[config.mk]
export PLATFORM = sky130hd
export DESIGN_NAME = window_filter3x3
export DESIGN_NICKNAME = d
export VERILOG_FILES = /design/src/rtl/window_filter_pkg.sv /design/src/rtl/window_filter3x3_kernel.sv /design/src/rtl/window_filter3x3.sv
export SDC_FILE = /design/constraint.sdc
export NUM_CORES = 1
export LEC_CHECK = 0
export BUFFER_PORTS_ARGS = -buffer_cell sky130_fd_sc_hd__buf_2
export CAP_MARGIN = 20
export CORE_MARGIN = 2
export CORE_UTILIZATION = 40
export DETAILED_ROUTE_END_ITERATION = 6
export SYNTH_ARGS = -nofsm -noshare
export SYNTH_HDL_FRONTEND = slang
export SYNTH_SLANG_ARGS = --single-unit
[constraint.sdc]
create_clock -name clk -period 5.5 [get_ports clk]
set_input_delay 0.55 -clock clk [delete_from_list [all_inputs] [get_ports clk]]
set_output_delay 0.55 -clock clk [all_outputs]
set_load 0.01 [all_outputs]
[src/rtl/window_filter_pkg.sv]
// ---------------------------------------------------------------------------
// window_filter_pkg
// Shared types and helpers for the 3x3 window filter.
//   mode_e      : kernel selection, captured once per frame
//   state_e     : window shifter states
//   LATENCY     : col_i -> pix_o delay of the complete filter
//   clamp_range : saturate an integer into [0, hi]
// ---------------------------------------------------------------------------
package window_filter_pkg;

    localparam int LATENCY = 4;

    typedef enum logic [1:0] {
        MODE_BYPASS  = 2'd0,
        MODE_GAUSS   = 2'd1,
        MODE_SOBEL   = 2'd2,
        MODE_SHARPEN = 2'd3
    } mode_e;

    typedef enum logic {
        IDLE   = 1'b0,
        ACTIVE = 1'b1
    } state_e;

    function automatic int clamp_range(input int value, input int hi);
        if (value < 0) begin
            return 0;
        end
        if (value > hi) begin
            return hi;
        end
        return value;
    endfunction

endpackage

[src/rtl/window_filter3x3_kernel.sv]
// ---------------------------------------------------------------------------
// filter_kernel3x3
// Two-stage arithmetic pipeline applying the selected 3x3 kernel to a window.
//   clk, rst            : clock, synchronous active-high reset
//   i_col_l/m/r [2:0]   : window columns left/middle/right; [2] top, [0] bottom
//   i_mode              : kernel select (already frame-stable)
//   i_valid             : window holds a real centre pixel
//   o_pix               : filtered pixel, 0 whenever o_valid is low
//   o_valid             : i_valid delayed by two cycles
// ---------------------------------------------------------------------------
module filter_kernel3x3
    import window_filter_pkg::*;
#(
    parameter int COLORDEPTH = 8
) (
    input  logic                  clk,
    input  logic                  rst,
    input  logic [COLORDEPTH-1:0] i_col_l [2:0],
    input  logic [COLORDEPTH-1:0] i_col_m [2:0],
    input  logic [COLORDEPTH-1:0] i_col_r [2:0],
    input  mode_e                 i_mode,
    input  logic                  i_valid,
    output logic [COLORDEPTH-1:0] o_pix,
    output logic                  o_valid
);

    // 5 guard bits cover the Gaussian sum (16 * max) and negative sharpen results.
    localparam int W  = COLORDEPTH + 5;
    localparam int HI = (1 << COLORDEPTH) - 1;

    typedef logic signed [W-1:0] sw_t;

    function automatic sw_t ext(input logic [COLORDEPTH-1:0] p);
        return {5'b0, p};
    endfunction

    sw_t w_tl, w_tm, w_tr, w_ml, w_mm, w_mr, w_bl, w_bm, w_br;
    sw_t w_gauss, w_gx, w_gy, w_abs_gx, w_abs_gy, w_sharp;

    sw_t                   r_gauss;
    sw_t                   r_abs_gx;
    sw_t                   r_abs_gy;
    sw_t                   r_sharp;
    logic [COLORDEPTH-1:0] r_centre;
    mode_e                 r_mode;
    logic                  r_valid1;

    logic [COLORDEPTH-1:0] w_result;
    logic [COLORDEPTH-1:0] r_pix;
    logic                  r_valid2;

    always_comb begin
        w_tl = ext(i_col_l[2]);
        w_tm = ext(i_col_m[2]);
        w_tr = ext(i_col_r[2]);
        w_ml = ext(i_col_l[1]);
        w_mm = ext(i_col_m[1]);
        w_mr = ext(i_col_r[1]);
        w_bl = ext(i_col_l[0]);
        w_bm = ext(i_col_m[0]);
        w_br = ext(i_col_r[0]);

        w_gauss = w_tl + w_tr + w_bl + w_br
                + ((w_tm + w_ml + w_mr + w_bm) <<< 1)
                + (w_mm <<< 2);

        w_gx = (w_tr + (w_mr <<< 1) + w_br) - (w_tl + (w_ml <<< 1) + w_bl);
        w_gy = (w_bl + (w_bm <<< 1) + w_br) - (w_tl + (w_tm <<< 1) + w_tr);
        w_abs_gx = w_gx[W-1] ? -w_gx : w_gx;
        w_abs_gy = w_gy[W-1] ? -w_gy : w_gy;

        w_sharp = (w_mm <<< 2) + w_mm - w_tm - w_bm - w_ml - w_mr;
    end

    // Stage 1: every kernel's partial result is registered; mode travels along
    // so a window and its kernel choice always stay paired.
    always_ff @(posedge clk) begin
        if (rst) begin
            r_gauss  <= '0;
            r_abs_gx <= '0;
            r_abs_gy <= '0;
            r_sharp  <= '0;
            r_centre <= '0;
            r_mode   <= MODE_BYPASS;
            r_valid1 <= 1'b0;
        end else begin
            r_gauss  <= w_gauss;
            r_abs_gx <= w_abs_gx;
            r_abs_gy <= w_abs_gy;
            r_sharp  <= w_sharp;
            r_centre <= i_col_m[1];
            r_mode   <= i_mode;
            r_valid1 <= i_valid;
        end
    end

    always_comb begin
        w_result = '0;
        case (r_mode)
            MODE_BYPASS:  w_result = r_centre;
            MODE_GAUSS:   w_result = COLORDEPTH'(r_gauss >>> 4);
            MODE_SOBEL:   w_result = COLORDEPTH'(clamp_range(int'(r_abs_gx + r_abs_gy), HI));
            MODE_SHARPEN: w_result = COLORDEPTH'(clamp_range(int'(r_sharp), HI));
            default:      w_result = '0;
        endcase
    end

    // Stage 2: final select/clamp; pixel is zeroed whenever no valid window.
    always_ff @(posedge clk) begin
        if (rst) begin
            r_pix    <= '0;
            r_valid2 <= 1'b0;
        end else begin
            r_pix    <= r_valid1 ? w_result : '0;
            r_valid2 <= r_valid1;
        end
    end

    assign o_pix   = r_pix;
    assign o_valid = r_valid2;

endmodule

[src/rtl/window_filter3x3.sv]
// ---------------------------------------------------------------------------
// window_filter3x3
// Builds a 3x3 sliding window (edge-replicated) from the line buffer's
// column stream and filters it with a frame-selectable kernel.
//   clk, rst   : clock, synchronous active-high reset
//   mode_i     : kernel select, captured on the vs_i rising edge
//   col_i[2:0] : pixel column, [0] newest (bottom) .. [2] oldest (top)
//   dv_i       : column valid, one contiguous run per line
//   hs_i, vs_i : syncs aligned with col_i
//   pix_o      : filtered pixel, 0 when dv_o is low
//   dv_o/hs_o/vs_o : inputs delayed by LATENCY cycles
//
// state  | meaning
// -------+--------------------------------------------------------------
// IDLE   | no line in progress; next valid column seeds the window
// ACTIVE | line in progress; each column shifts, first low cycle flushes
// ---------------------------------------------------------------------------
module window_filter3x3 #(
    parameter int COLORDEPTH = 8,
    parameter int LATENCY    = 4
) (
    input  logic                  clk,
    input  logic                  rst,
    input  logic [1:0]            mode_i,
    input  logic [COLORDEPTH-1:0] col_i [2:0],
    input  logic                  dv_i,
    input  logic                  hs_i,
    input  logic                  vs_i,
    output logic [COLORDEPTH-1:0] pix_o,
    output logic                  dv_o,
    output logic                  hs_o,
    output logic                  vs_o
);

    import window_filter_pkg::*;

    state_e                r_state;
    state_e                w_state_nxt;
    logic                  w_load_first;
    logic                  w_shift;
    logic                  w_win_v_nxt;

    logic [COLORDEPTH-1:0] r_c_l [2:0];
    logic [COLORDEPTH-1:0] r_c_m [2:0];
    logic [COLORDEPTH-1:0] r_c_r [2:0];
    logic                  r_win_v;

    mode_e                 r_mode_q;
    logic                  r_vs_prev;

    logic [LATENCY-1:0]    r_hs_dly;
    logic [LATENCY-1:0]    r_vs_dly;

    always_ff @(posedge clk) begin
        if (rst) begin
            r_state <= IDLE;
        end else begin
            r_state <= w_state_nxt;
        end
    end

    always_comb begin
        w_state_nxt  = r_state;
        w_load_first = 1'b0;
        w_shift      = 1'b0;
        w_win_v_nxt  = 1'b0;
        case (r_state)
            IDLE: begin
                if (dv_i) begin
                    w_load_first = 1'b1;
                    w_state_nxt  = ACTIVE;
                end
            end
            ACTIVE: begin
                // A low dv_i here is the flush cycle: shift once more with the
                // right column held, which replicates the right edge.
                w_shift     = 1'b1;
                w_win_v_nxt = 1'b1;
                if (!dv_i) begin
                    w_state_nxt = IDLE;
                end
            end
            default: w_state_nxt = IDLE;
        endcase
    end

    // The first column lands in both middle and right so the next shift yields
    // (P0, P0, P1): the left edge replicated without a special case.
    always_ff @(posedge clk) begin
        if (rst) begin
            r_c_l   <= '{default: '0};
            r_c_m   <= '{default: '0};
            r_c_r   <= '{default: '0};
            r_win_v <= 1'b0;
        end else begin
            r_win_v <= w_win_v_nxt;
            if (w_load_first) begin
                r_c_m <= col_i;
                r_c_r <= col_i;
            end else if (w_shift) begin
                r_c_l <= r_c_m;
                r_c_m <= r_c_r;
                if (dv_i) begin
                    r_c_r <= col_i;
                end
            end
        end
    end

    always_ff @(posedge clk) begin
        if (rst) begin
            r_mode_q  <= MODE_BYPASS;
            r_vs_prev <= 1'b0;
        end else begin
            r_vs_prev <= vs_i;
            if (vs_i && !r_vs_prev) begin
                r_mode_q <= mode_e'(mode_i);
            end
        end
    end

    always_ff @(posedge clk) begin
        if (rst) begin
            r_hs_dly <= '0;
            r_vs_dly <= '0;
        end else begin
            r_hs_dly <= {r_hs_dly[LATENCY-2:0], hs_i};
            r_vs_dly <= {r_vs_dly[LATENCY-2:0], vs_i};
        end
    end

    filter_kernel3x3 #(
        .COLORDEPTH (COLORDEPTH)
    ) u_kernel (
        .clk     (clk),
        .rst     (rst),
        .i_col_l (r_c_l),
        .i_col_m (r_c_m),
        .i_col_r (r_c_r),
        .i_mode  (r_mode_q),
        .i_valid (r_win_v),
        .o_pix   (pix_o),
        .o_valid (dv_o)
    );

    assign hs_o = r_hs_dly[LATENCY-1];
    assign vs_o = r_vs_dly[LATENCY-1];

endmodule

==> flow_metrics.tcl <==
set metrics [dict create \
    outcome "finished with violations" \
    violations "negative setup slack" \
    fill_cells 2887 \
    rsz0062_at_grt "yes" \
    drt-initial-drc-count 478 \
    final_cells 1812 \
    syn_inst 1341 \
    final_cell_area_sq_um 13900 \
    place_hpwl_um 24400 \
    pre_cts_ws_ps -209 \
    synth_area_sq_um 12200 \
    clockRootBuffer "clkbuf_16" \
    synth_edf_count 0 \
    via_count 9156 \
    final_cell_mix "189 x inv_1, 148 x dfxtp_1, 139 x nor2_1" \
    start_util 0.408 \
    synth-warning-count 0 \
    powerDensity_nw_per_um2 407 \
    crit_chain "ha_4 -> inv_2 -> fa_2 -> xor2_2 -> fa_1 -> buf_6 -> fa_2 -> buf_4 -> xnor2_2 -> fa_1 -> inv_1 -> fa_1 -> inv_2 -> fa_2 -> inv_2 -> fa_2 -> nor2b_4 -> o21ai_2 -> nand2b_1 -> a21oi_2 -> o21ai_2 -> a21o_1 -> a21oi_2 -> mux2_4" \
    syn_to_final_growth_pct 13.9 \
    grt_pass1_vias 9067 \
    drive_gt1_frac 0.130 \
    cp.required_ps 5820 \
    clockBufferDepth 2 \
    layout_setup_ws_ps -2.37 \
    cts_tree "yes" \
    gp_congestion 0.928 \
    setup_viol 1 \
    nets 1664 \
    numCtsBuffers 17 \
    worstMarginPinSlew_ps 1080 \
    p_leak_nw 6.48 \
    io_pins 42 \
    worstPathArrival_ps 5820 \
    crit_slowest_cell "fa_2" \
    wl_per_cell_um 16.8 \
    place_area_sq_um 13000 \
    skew_ps 14.6 \
    die_y_um 178 \
    cts_hold_buf 0 \
    worstSetupPathType "reg -> reg" \
    drc 0 \
    ys.flop_type "dfxtp_1" \
    avgViaCountPerCell 5.05 \
    slew_violations 0 \
    ys_seq_area_frac 0.248 \
    layout_worst_path_cycle_share 1.00 \
    async_flop_share 0 \
    die-width_um 178 \
    row_count 63 \
    ir_worst_vdd_mv 0.213 \
    core-area_sq_um 29800 \
    grt_pass1_wl_um 48400 \
    cts_sinks 151 \
    postRouteAntennaNets 0 \
    maxCapViolCount 0 \
    clkLatencyLatePin_ps 440 \
    critPathCaptureType "flip-flop" \
    final_util 0.465 \
    gr-total-overflow 0 \
    min_period_ps 5500 \
    synth.distinct_cells 61 \
    setup_tns_ps -2.37 \
    hold_class "in -> reg" \
    ys_ff_latch 151 \
    htree_levels 4 \
    clock.fmax_mhz 182 \
    die_area_sq_um 31800 \
    dr.pass1.iters 4 \
    total_power_mw 5.64 \
    setup.worst_path.start_class "flip-flop" \
    syn_avg_cell_area_sq_um 9.08 \
    grt_use_total 0.201 \
    io_buffers 41 \
    whs_ps 345 \
    grt_max_degree 94 \
    crit_path_max_incr_delay_ps 530 \
    final_hold_viol_count 0 \
    cp_common_cell "fa_2" \
    place_inst 1769 \
    layout_commonest_cell "inv_1" \
    grt_antenna_before_repair 0 \
    max-slew-margin-rel 0.280 \
    postRouteWirelength_um 30500 \
    crit_path_max_fanout 2 \
    path_clk_slew_ps 70 \
]
-- final timing paths --
| kind | start | to | slack [ps] | depth (start not counted) |
|---|---|---|---|---|
| worst max register to register | r_c_m[16] | u_kernel.r_gauss[11] | -2 | 24 |
| worst max-delay path | r_c_m[16] | u_kernel.r_gauss[11] | -2 | 24 |
| worst min-delay path | hs_i | r_hs_dly[0] | 340 | 2 |
| worst min register to register | r_hs_dly[2] | r_hs_dly[3] | 430 | 1 |
-- Yosys cell counts, types with 7 or more instances --
| library cell | instances | area, sq um |
|---|---|---|
| mux2i_1 | 59 | 591 |
| fa_1 | 94 | 1880 |
| nand2_1 | 25 | 93.8 |
| xor2_1 | 34 | 298 |
| a211oi_1 | 39 | 293 |
| nor3_1 | 19 | 95.1 |
| o21a_1 | 7 | 52.6 |
| dfxtp_1 | 151 | 3020 |
| xnor2_1 | 64 | 561 |
| o21ai_0 | 36 | 180 |
| o21bai_1 | 21 | 158 |
| ha_1 | 131 | 1640 |
| o21ai_1 | 9 | 45.0 |
| a21o_1 | 30 | 225 |
| clkbuf_1 | 26 | 97.6 |
| nor2b_1 | 46 | 288 |
| nor2_1 | 139 | 522 |
| buf_1 | 13 | 48.8 |
| a21oi_1 | 95 | 475 |
| inv_1 | 197 | 739 |
| nand3b_1 | 7 | 52.6 |
| o22ai_1 | 8 | 50.1 |
-- per-layer routing --
layer  share of wire  track usage
met4           0.027       0.0678
met1            0.46        0.264
met3           0.031       0.0275
met2            0.48        0.340
met5               0            0
-- critical path, delay by kind of cell, from the launching register on --
kind / cells / cell delay (ps)
DFF: 1 / 350
buffers and inverters: 6 / 460
and+or+nand+nor: 2 / 250
AOI/OAI and AO/OA: 5 / 440
xor gates and xnor gates: 2 / 290
muxes: 1 / 290
adders and majority gates: 8 / 3300
-- cells by family (layout without fill, tap and decap cells) --
group / Yosys count / after routing / share of synthesized area
adders and majority gates: 225 / 225 / 0.289
xor gates and xnor gates: 98 / 98 / 0.0705
muxes: 63 / 63 / 0.0522
DFF: 151 / 151 / 0.248
other: 1 / 3 / 0.000308
buffers and inverters: 236 / 315 / 0.0728
AOI/OAI and AO/OA: 287 / 287 / 0.156
and+or+nand+nor: 280 / 280 / 0.110
-- timing repair --
item / 4_1_cts / 5_1_grt
buffers inserted: 10 / 0
pin swaps: 24 / 36
gates resized for setup: 18 / 20
setup endpoints to repair: 4 / 16
-- sequential cells by signal, indices dropped and copies added (netlist names), 4 cells and up --
name and cells:
r_c_l 24, r_c_m 24, r_c_r 24, r_hs_dly 4, r_vs_dly 4, u_kernel.o_pix 8
u_kernel.r_abs_gx 13, u_kernel.r_abs_gy 13, u_kernel.r_centre 8, u_kernel.r_gauss 8, u_kernel.r_sharp 13
-- power by group --
part / total (mW) / switching (mW) / internal, mW
logic: 3.08 / 1.70 / 1.38
registers: 1.37 / 0.107 / 1.26
clock network: 1.19 / 0.573 / 0.616
total: 5.64 / 2.38 / 3.26
-- final cells by class --
type                    instances  area (sq um)  area share
clock buffers                  17           425      0.0307
multi-input cells             955          8450       0.610
diodes                          1          2.50    0.000180
inverters                     197           739      0.0533
repair buffers                 86           553      0.0399
clock inverters                15           173      0.0125
well taps                     390           488      0.0352
flip-flops and latches        151          3030       0.218
Power figures use the tool's default switching activity.
